[config.mk]
export PLATFORM = sky130hd
export DESIGN_NAME = key_loader_flat
export DESIGN_NICKNAME = d
export VERILOG_FILES = /design/src/rtl/key_loader_pkg.sv /design/src/rtl/key_loader_if.sv /design/src/rtl/key_shift_reg.sv /design/src/rtl/key_loader.sv /design/src/flat_wrapper.sv
export SDC_FILE = /design/constraint.sdc
export NUM_CORES = 1
export LEC_CHECK = 0
export ABC_AREA = 1
export BUFFER_PORTS_ARGS = -buffer_cell sky130_fd_sc_hd__buf_2
export CAP_MARGIN = 15
export CORE_MARGIN = 4
export CORE_UTILIZATION = 50
export DETAILED_ROUTE_END_ITERATION = 10
export PLACE_DENSITY = 0.72
export SYNTH_ARGS = -nofsm -noshare
export SYNTH_HDL_FRONTEND = slang
export SYNTH_SLANG_ARGS = --single-unit
[constraint.sdc]
create_clock -name clk -period 2.7 [get_ports clk]
set_input_delay 0.54 -clock clk [delete_from_list [all_inputs] [get_ports clk]]
set_output_delay 0.54 -clock clk [all_outputs]
set_load 0.05 [all_outputs]
[src/rtl/key_loader_pkg.sv]
// Shared types and constants for the serial key loader.
// Optional feature macro: KEY_PARITY_EN (trailing even-parity bit).
package key_loader_pkg;

    typedef enum logic [2:0] {
        KL_IDLE  = 3'd0,
        KL_SHIFT = 3'd1,
        KL_PAR   = 3'd2,
        KL_READY = 3'd3,
        KL_ERROR = 3'd4
    } kl_state_t;

    localparam int KL_KEY_W_DEFAULT = 8;

    // XOR over key bits plus parity bit that marks an accepted key (even parity)
    localparam logic KL_PARITY_POL = 1'b0;

endpackage

[src/rtl/key_loader_if.sv]
// Key-provisioning bus between key storage, the loader and the locked controller.
// Optional feature macro: KEY_PARITY_EN (drives key_err when defined).
interface key_loader_if
    import key_loader_pkg::*;
#(
    parameter int KEY_W = KL_KEY_W_DEFAULT
);

    logic             load_start;
    logic             key_sdi;
    logic             key_sdi_valid;
    logic [KEY_W-1:0] key_out;
    logic             key_ready;
    logic             fsm_rst;
    logic             busy;
    logic             key_err;

    modport master (
        output load_start, key_sdi, key_sdi_valid,
        input  key_out, key_ready, fsm_rst, busy, key_err
    );

    modport slave (
        input  load_start, key_sdi, key_sdi_valid,
        output key_out, key_ready, fsm_rst, busy, key_err
    );

endinterface

[src/rtl/key_shift_reg.sv]
// Shadow register collecting serial key bits at an explicit bit index.
// Optional feature macro: KEY_PARITY_EN (no effect on this block).
module key_shift_reg
    import key_loader_pkg::*;
#(
    parameter int KEY_W = KL_KEY_W_DEFAULT,
    parameter int CNT_W = $clog2(KEY_W + 1)
) (
    input  logic             clk,
    input  logic             rst,
    input  logic             i_clr,
    input  logic             i_en,
    input  logic [CNT_W-1:0] i_idx,
    input  logic             i_bit,
    output logic [KEY_W-1:0] o_shadow
);

    logic [KEY_W-1:0] r_shadow;

    // Index decode by compare keeps the counter width independent of KEY_W
    always_ff @(posedge clk) begin
        if (rst || i_clr) begin
            r_shadow <= '0;
        end else if (i_en) begin
            for (int i = 0; i < KEY_W; i++) begin
                if (i_idx == CNT_W'(i)) begin
                    r_shadow[i] <= i_bit;
                end
            end
        end
    end

    assign o_shadow = r_shadow;

endmodule

[src/rtl/key_loader.sv]
// Serial key loader: shifts a key in LSB first, commits it in parallel and holds
// the locked controller in reset until a complete key is present. Macro: KEY_PARITY_EN.
module key_loader
    import key_loader_pkg::*;
#(
    parameter int KEY_W = KL_KEY_W_DEFAULT,
    parameter int CNT_W = $clog2(KEY_W + 1)
) (
    input  logic         clk,
    input  logic         rst,
    key_loader_if.slave  kl_if
);

    localparam logic [2:0] S_IDLE  = KL_IDLE;
    localparam logic [2:0] S_SHIFT = KL_SHIFT;
    localparam logic [2:0] S_READY = KL_READY;
`ifdef KEY_PARITY_EN
    localparam logic [2:0] S_PAR   = KL_PAR;
    localparam logic [2:0] S_ERROR = KL_ERROR;
`endif

    logic [2:0]       r_state;
    logic [CNT_W-1:0] r_count;
    logic [KEY_W-1:0] r_key_out;
    logic             r_key_ready;
    logic             r_fsm_rst;
    logic             r_busy;
    logic [KEY_W-1:0] w_shadow;
    logic             w_shift_en;
    logic             w_last;

    // A restart in the same cycle as a valid bit discards that bit
    assign w_shift_en = (r_state == S_SHIFT) && kl_if.key_sdi_valid && !kl_if.load_start;
    assign w_last     = (r_count == CNT_W'(KEY_W - 1));

    key_shift_reg #(
        .KEY_W (KEY_W),
        .CNT_W (CNT_W)
    ) u_shift (
        .clk      (clk),
        .rst      (rst),
        .i_clr    (kl_if.load_start),
        .i_en     (w_shift_en),
        .i_idx    (r_count),
        .i_bit    (kl_if.key_sdi),
        .o_shadow (w_shadow)
    );

`ifdef KEY_PARITY_EN
    logic r_key_err;
    logic w_par_xor;
    assign w_par_xor = (^w_shadow) ^ kl_if.key_sdi;
`else
    // Last bit is still in flight into the shadow register on the commit edge
    logic [KEY_W-1:0] w_commit;
    always_comb begin
        w_commit            = w_shadow;
        w_commit[KEY_W-1]   = kl_if.key_sdi;
    end
`endif

    always_ff @(posedge clk) begin
        if (rst) begin
            r_state     <= S_IDLE;
            r_count     <= '0;
            r_key_out   <= '0;
            r_key_ready <= 1'b0;
            r_fsm_rst   <= 1'b1;
            r_busy      <= 1'b0;
`ifdef KEY_PARITY_EN
            r_key_err   <= 1'b0;
`endif
        end else if (kl_if.load_start) begin
            r_state     <= S_SHIFT;
            r_count     <= '0;
            r_key_out   <= '0;
            r_key_ready <= 1'b0;
            r_fsm_rst   <= 1'b1;
            r_busy      <= 1'b1;
`ifdef KEY_PARITY_EN
            r_key_err   <= 1'b0;
`endif
        end else begin
            case (r_state)
                S_SHIFT: begin
                    if (kl_if.key_sdi_valid) begin
                        r_count <= r_count + CNT_W'(1);
                        if (w_last) begin
`ifdef KEY_PARITY_EN
                            r_state     <= S_PAR;
`else
                            r_state     <= S_READY;
                            r_key_out   <= w_commit;
                            r_key_ready <= 1'b1;
                            r_busy      <= 1'b0;
`endif
                        end
                    end
                end
`ifdef KEY_PARITY_EN
                S_PAR: begin
                    if (kl_if.key_sdi_valid) begin
                        r_busy <= 1'b0;
                        if (w_par_xor == KL_PARITY_POL) begin
                            r_state     <= S_READY;
                            r_key_out   <= w_shadow;
                            r_key_ready <= 1'b1;
                        end else begin
                            r_state     <= S_ERROR;
                            r_key_err   <= 1'b1;
                        end
                    end
                end
`endif
                // Release on the second READY cycle so key_out is stable for a full cycle
                S_READY: r_fsm_rst <= 1'b0;
                default: ;
            endcase
        end
    end

    assign kl_if.key_out   = r_key_out;
    assign kl_if.key_ready = r_key_ready;
    assign kl_if.fsm_rst   = r_fsm_rst;
    assign kl_if.busy      = r_busy;
`ifdef KEY_PARITY_EN
    assign kl_if.key_err   = r_key_err;
`else
    assign kl_if.key_err   = 1'b0;
`endif

endmodule

[src/flat_wrapper.sv]
// flat-port wrapper written by rule: the top's interface ports become plain ports
module key_loader_flat import key_loader_pkg::*;
#(
    parameter int KEY_W = KL_KEY_W_DEFAULT,
    parameter int CNT_W = $clog2(KEY_W + 1)
)
  (clk, rst, kl_if_load_start, kl_if_key_sdi, kl_if_key_sdi_valid, kl_if_key_out, kl_if_key_ready, kl_if_fsm_rst, kl_if_busy, kl_if_key_err);
  key_loader_if #(.KEY_W(KEY_W)) kl_if_i ();
  input  logic clk;
  input  logic rst;
  input wire logic [$bits(kl_if_i.load_start)-1:0] kl_if_load_start;
  input wire logic [$bits(kl_if_i.key_sdi)-1:0] kl_if_key_sdi;
  input wire logic [$bits(kl_if_i.key_sdi_valid)-1:0] kl_if_key_sdi_valid;
  output wire logic [$bits(kl_if_i.key_out)-1:0] kl_if_key_out;
  output wire logic [$bits(kl_if_i.key_ready)-1:0] kl_if_key_ready;
  output wire logic [$bits(kl_if_i.fsm_rst)-1:0] kl_if_fsm_rst;
  output wire logic [$bits(kl_if_i.busy)-1:0] kl_if_busy;
  output wire logic [$bits(kl_if_i.key_err)-1:0] kl_if_key_err;
  assign kl_if_i.load_start = kl_if_load_start;
  assign kl_if_i.key_sdi = kl_if_key_sdi;
  assign kl_if_i.key_sdi_valid = kl_if_key_sdi_valid;
  assign kl_if_key_out = kl_if_i.key_out;
  assign kl_if_key_ready = kl_if_i.key_ready;
  assign kl_if_fsm_rst = kl_if_i.fsm_rst;
  assign kl_if_busy = kl_if_i.busy;
  assign kl_if_key_err = kl_if_i.key_err;
  key_loader #(.KEY_W(KEY_W), .CNT_W(CNT_W)) u_core (.clk(clk), .rst(rst), .kl_if(kl_if_i));
endmodule
# After elaboration in Yosys (flattened, before gate mapping)
# Index checks and enable logic that the tools add are counted.
dict set report word_totals {
  register_bits 23
  out_inout_bits 12
  inputBits 5
  elab_cells 50
}
dict set report op_classes {
  n_addsub 1
  mux 8
  reduce_logical 19
  n_eq_ne 9
}
# operator count
set ops {}
lappend ops {{4-bit by 3-bit equality test with 1-bit output, second input constant} 4}
lappend ops {{2-bit AND reduction} 8}
lappend ops {{4-bit by 2-bit equality test with 1-bit output, second input constant} 2}
lappend ops {{1-bit 2-to-1 mux} 8}
lappend ops {{3-bit AND reduction} 2}
lappend ops {{2-bit nonzero test} 3}
lappend ops {{4-bit by 1-bit adder with 4-bit output, second input constant} 1}
lappend ops {{4-bit by 1-bit equality test with 1-bit output, second input constant} 1}
lappend ops {{4-bit logical NOT} 1}
lappend ops {{2-bit by 1-bit equality test with 1-bit output, second input constant} 1}
lappend ops {{2-bit equality test, second input constant} 1}
lappend ops {{1-bit logical AND} 2}
lappend ops {{2-bit OR reduction} 1}
lappend ops {{1-bit logical NOT} 1}
lappend ops {{1-bit logical OR} 1}

# Longest topological paths before layout
dict set report logic_depth {
  ltp_word 5
  mapped_depth 7
  mapped_depth_nobuf 7
}

# By module
# A second synthesis with hierarchy kept.
dict set report unflattened {
  cells_unflattened 167
  area_unflattened_um2 1172.4
}
# module area_per_inst_um2 seq_area_each_um2 cells_each instances
set modules_own_cells {}
lappend modules_own_cells {key_loader 774.5 320.3 101 1}
lappend modules_own_cells {key_shift_reg 397.9 160.2 66 1}

# Worst setup path after synthesis
# Ideal clock, no wire load.
dict set report synth_timing {
  path_type {register to register}
  start {register u_core.r_state[1]}
  end {register u_core.r_count[3]}
  path_buffers 1
  required_ps 2585
  period_less_slack_ps 1304
  path_slack_ps 1396
  t_arrival_ps 1188
  stages_incl_launch_ff 5
  setup_time_ps 115
  path_cell_list {dfxtp_1 > nor2_4 > buf_4 > a31oi_1 > nor2_1}
}
dict set report synth_via {
  elab_chain_len 2
}
# item line
set synth_lines {}
lappend synth_lines {{from (decl)} key_loader.sv:22} ;# logic [2:0] r_state;
lappend synth_lines {{from (signal assigned)} key_loader.sv:64} ;# r_state <= S_IDLE;
lappend synth_lines {{from (signal assigned)} key_loader.sv:74} ;# r_state <= S_SHIFT;
lappend synth_lines {{from (signal assigned)} key_loader.sv:92} ;# r_state <= S_READY;
lappend synth_lines {{2-bit by 1-bit equality test with 1-bit output} key_loader.sv:84} ;# case (r_state)
lappend synth_lines {{2-bit AND reduction (no line)} -}
lappend synth_lines {{to (signal assigned)} key_loader.sv:87} ;# r_count <= r_count + CNT_W'(1);
lappend synth_lines {{to (decl)} key_loader.sv:23} ;# logic [CNT_W-1:0] r_count;
# No other way between the ends.
# A chain may end at the register's enable or synchronous reset.

==> reports/qor_table.md <==
| Quantity | Reported |
|---|---|
| Outcome | finished clean |
| Horizontal extent of the die | 54.55 um |
| Count of hold buffers inserted by post-cts repair | 0 |
| Setup repair after global routing missed its margin | no |
| Worst-path cell with the longest stage delay | dfxtp_1 |
| DRC Markers | 0 |
| Highest fanout seen on the critical path | 4 |
| Max Slew Vio Count | 0 |
| Wire length reported by the detailed router | 1833 um |
| Total of flip-flops plus latches after synthesis | 23 |
| Initial Utilization | 54.12% |
| Required @ worst endpoint | 2.16 ns |
| Area of the placeable core | 2002 um^2 |
| CP Launch Type | register |
| Net Count, Synth | 154 |
| Crit Path Class | register to primary output |
| Crit-path leading delay family | flip-flops |
| Count of standard-cell rows | 16 |
| Number of antenna cells inserted | 0 |
| Post-cts repair resize count | 0 |
| Distinct cell type count after synthesis | 23 |
| Count of nets after finishing | 170 |
| Detailed router's first-iteration violation count | 10 |
| Setup slack of the critical path after layout | 1.034 ns |
| Count of vias placed by the detailed router | 918 |
| Number of buffers inserted to repair setup after CTS | 0 |
| Number of levels the H-tree was split into | 1 |
| Max Cap Viol | 0 |
| Cell type contributing the most total cell area after synthesis | dfxtp_1 |
| CTS clock-pin slew for the worst setup and hold paths | 0.14 ns |
| Relative area change from synthesis to final layout | 9.700% |
| Count of endpoints failing setup in the final report | 0 |
| Routability-driven placement congestion ratio | 0.7477 |
| Clock tree from TritonCTS | yes |
| Leakage power figure | 0.5449 nW |
| Total Negative Setup Slacks | 0 ns |
| Yosys warns | 0 |
| DP Cell Count | 183 |
| Initial antenna violation count | 0 |
| Chip height | 54.55 um |
| Fraction of layout cells with a size suffix above 1 | 18.13% |
| Mean routed wirelength per cell | 9.802 um |
| Mean Syn Cell Area | 7.473 um^2 |
| Dominant cells by area after synthesis | dfxtp_1, nor2_1, nand2_1, a21oi_1, nand3b_1 |
| IR drop worst, VDD | 0.2710 mV |
| Total track usage | 14.72% |
| Largest incremental delay on the critical path | 0.49 ns |
| Filler cells | 213 |
| Half-perimeter wire length of the detailed placement result | 1383 um |
| Count of placed standard cells in the final layout, fillers left out | 187 |
| Highest-count cells in the layout ignoring fill and taps | nor2_1, nand2_1, dfxtp_1, buf_2, inv_1 |
| Total power after layout | 0.5507 mW |
| Fraction of synthesized cell area taken by the top area cell type | 42.49% |
| Root buffer cell | clkbuf_4 |
| Largest net degree at the start of global routing | 22 |
| DP Area | 1161 um^2 |
| Wire length of the first global-routing pass | 3229 um |
| Number of nets with antenna violations after detailed routing | 0 |
| Post-synthesis cell area | 1084 um^2 |
| Count of endpoints failing hold in the final timing report | 0 |
| Worst setup timing slack at the placement stage | 1.232 ns |
| Final min period | 1.666 ns |
| Number of clock sinks | 23 |
| Sort of element at the end of the critical path | primary output |
| Inserted Clock Buffers | 3 |
| Worst path arrival time | 1.13 ns |
| Sequential area share after synthesis | 42.49% |
| Critical-path cell list | buf_2 |
| Cell count after synthesis | 145 |
| Worst-Skew Late Latency | 0.32 ns |
| Commonest non-fill, non-tap cell in the layout | nor2_1 |
| Period utilization | 61.69% |
| Fin Clk Skew | 0.01374 ns |
| Number of input and output port buffers inserted | 15 |
| Total Die Area | 2976 um^2 |
| Worst hold slack after final layout | 0.3822 ns |
| Core occupancy in the finished layout | 59.38% |
| Fmax | 0.6004 GHz |
| Number of global-route vias before repair | 794 |
| Power per cell area | 463.3 nW/um^2 |
| Worst hold path type | input port to register |
| Remaining global-route overflow | 0 |
| WP buf/inv | 1 |
| Largest buffer count on any clock path | 2 |
| Ports | 17 |
| Fin area | 1189 um^2 |
| Routed via count divided by cell count | 4.909 |
| First-pass iteration count of the detailed router | 4 |
synthesized netlist by cell type:
| cell type | n |
|---|---|
| a21oi_1 | 11 |
| a31oi_1 | 1 |
| buf_2 | 1 |
| buf_4 | 3 |
| buf_6 | 1 |
| clkinv_2 | 1 |
| conb_1 | 1 |
| dfxtp_1 | 23 |
| ha_1 | 4 |
| inv_1 | 12 |
| inv_2 | 2 |
| nand2_1 | 25 |
| nand2_2 | 2 |
| nand2_4 | 1 |
| nand3_1 | 9 |
| nand3b_1 | 7 |
| nand4_1 | 1 |
| nor2_1 | 34 |
| nor2_4 | 1 |
| nor2_8 | 1 |
| nor3_4 | 1 |
| o21ai_0 | 1 |
| o21ai_1 | 2 |
logic make-up (layout without fill, tap and decap cells):
logic type	Yosys count	after routing	share of synthesized area [%]
other	1	1	0.3461
buffers and inverters	20	35	8.890
AOI/OAI and AO/OA	15	15	7.044
DFF	23	23	42.49
adders and majority gates	4	4	4.619
and+or+nand+nor	82	82	36.61
power breakdown:
part | switching (mW) | leakage [nW] | internal, mW
registers | 0.00253 | 0.186 | 0.343
logic | 0.0312 | 0.341 | 0.0124
clock network | 0.106 | 0.0177 | 0.0554
routing by layer:
metal	GRT usage, %	wire (um)	up-vias
met2	25.70	846	24
li1	-	-	486
met5	0	0	-
met4	6.224	12	0
met3	2.452	113	2
met1	17.64	860	406
state kept, by name (all words and copies together) (netlist names):
name                     count
u_core.u_shift.o_shadow      7
u_core.kl_if.key_out         8
u_core.r_state               2
u_core.r_count               4
u_core.kl_if.fsm_rst         1
u_core.kl_if.busy            1
cell type report:
cell class | instances | area, um^2 | area share (%)
clock buffer | 3 | 22.52 | 1.895
clock inverter | 1 | 5.005 | 0.4211
inverter | 15 | 57.56 | 4.842
multi-input combinational | 102 | 526.8 | 44.32
sequential | 23 | 460.4 | 38.74
tap | 27 | 33.78 | 2.842
timing repair buffer | 16 | 82.58 | 6.947
final timing paths:
path,end,from,slack [ns],cells past startpoint
worst max-delay path,kl_if_key_ready,u_core.r_state[1],1.03,1
worst min-delay path,u_core.kl_if.busy,rst,0.38,2
worst max register to register,u_core.kl_if.key_out[0],u_core.r_count[0],1.41,7
worst min register to register,u_core.kl_if.busy,u_core.kl_if.busy,0.48,2
No activity file was read; power rests on OpenSTA's default activity.
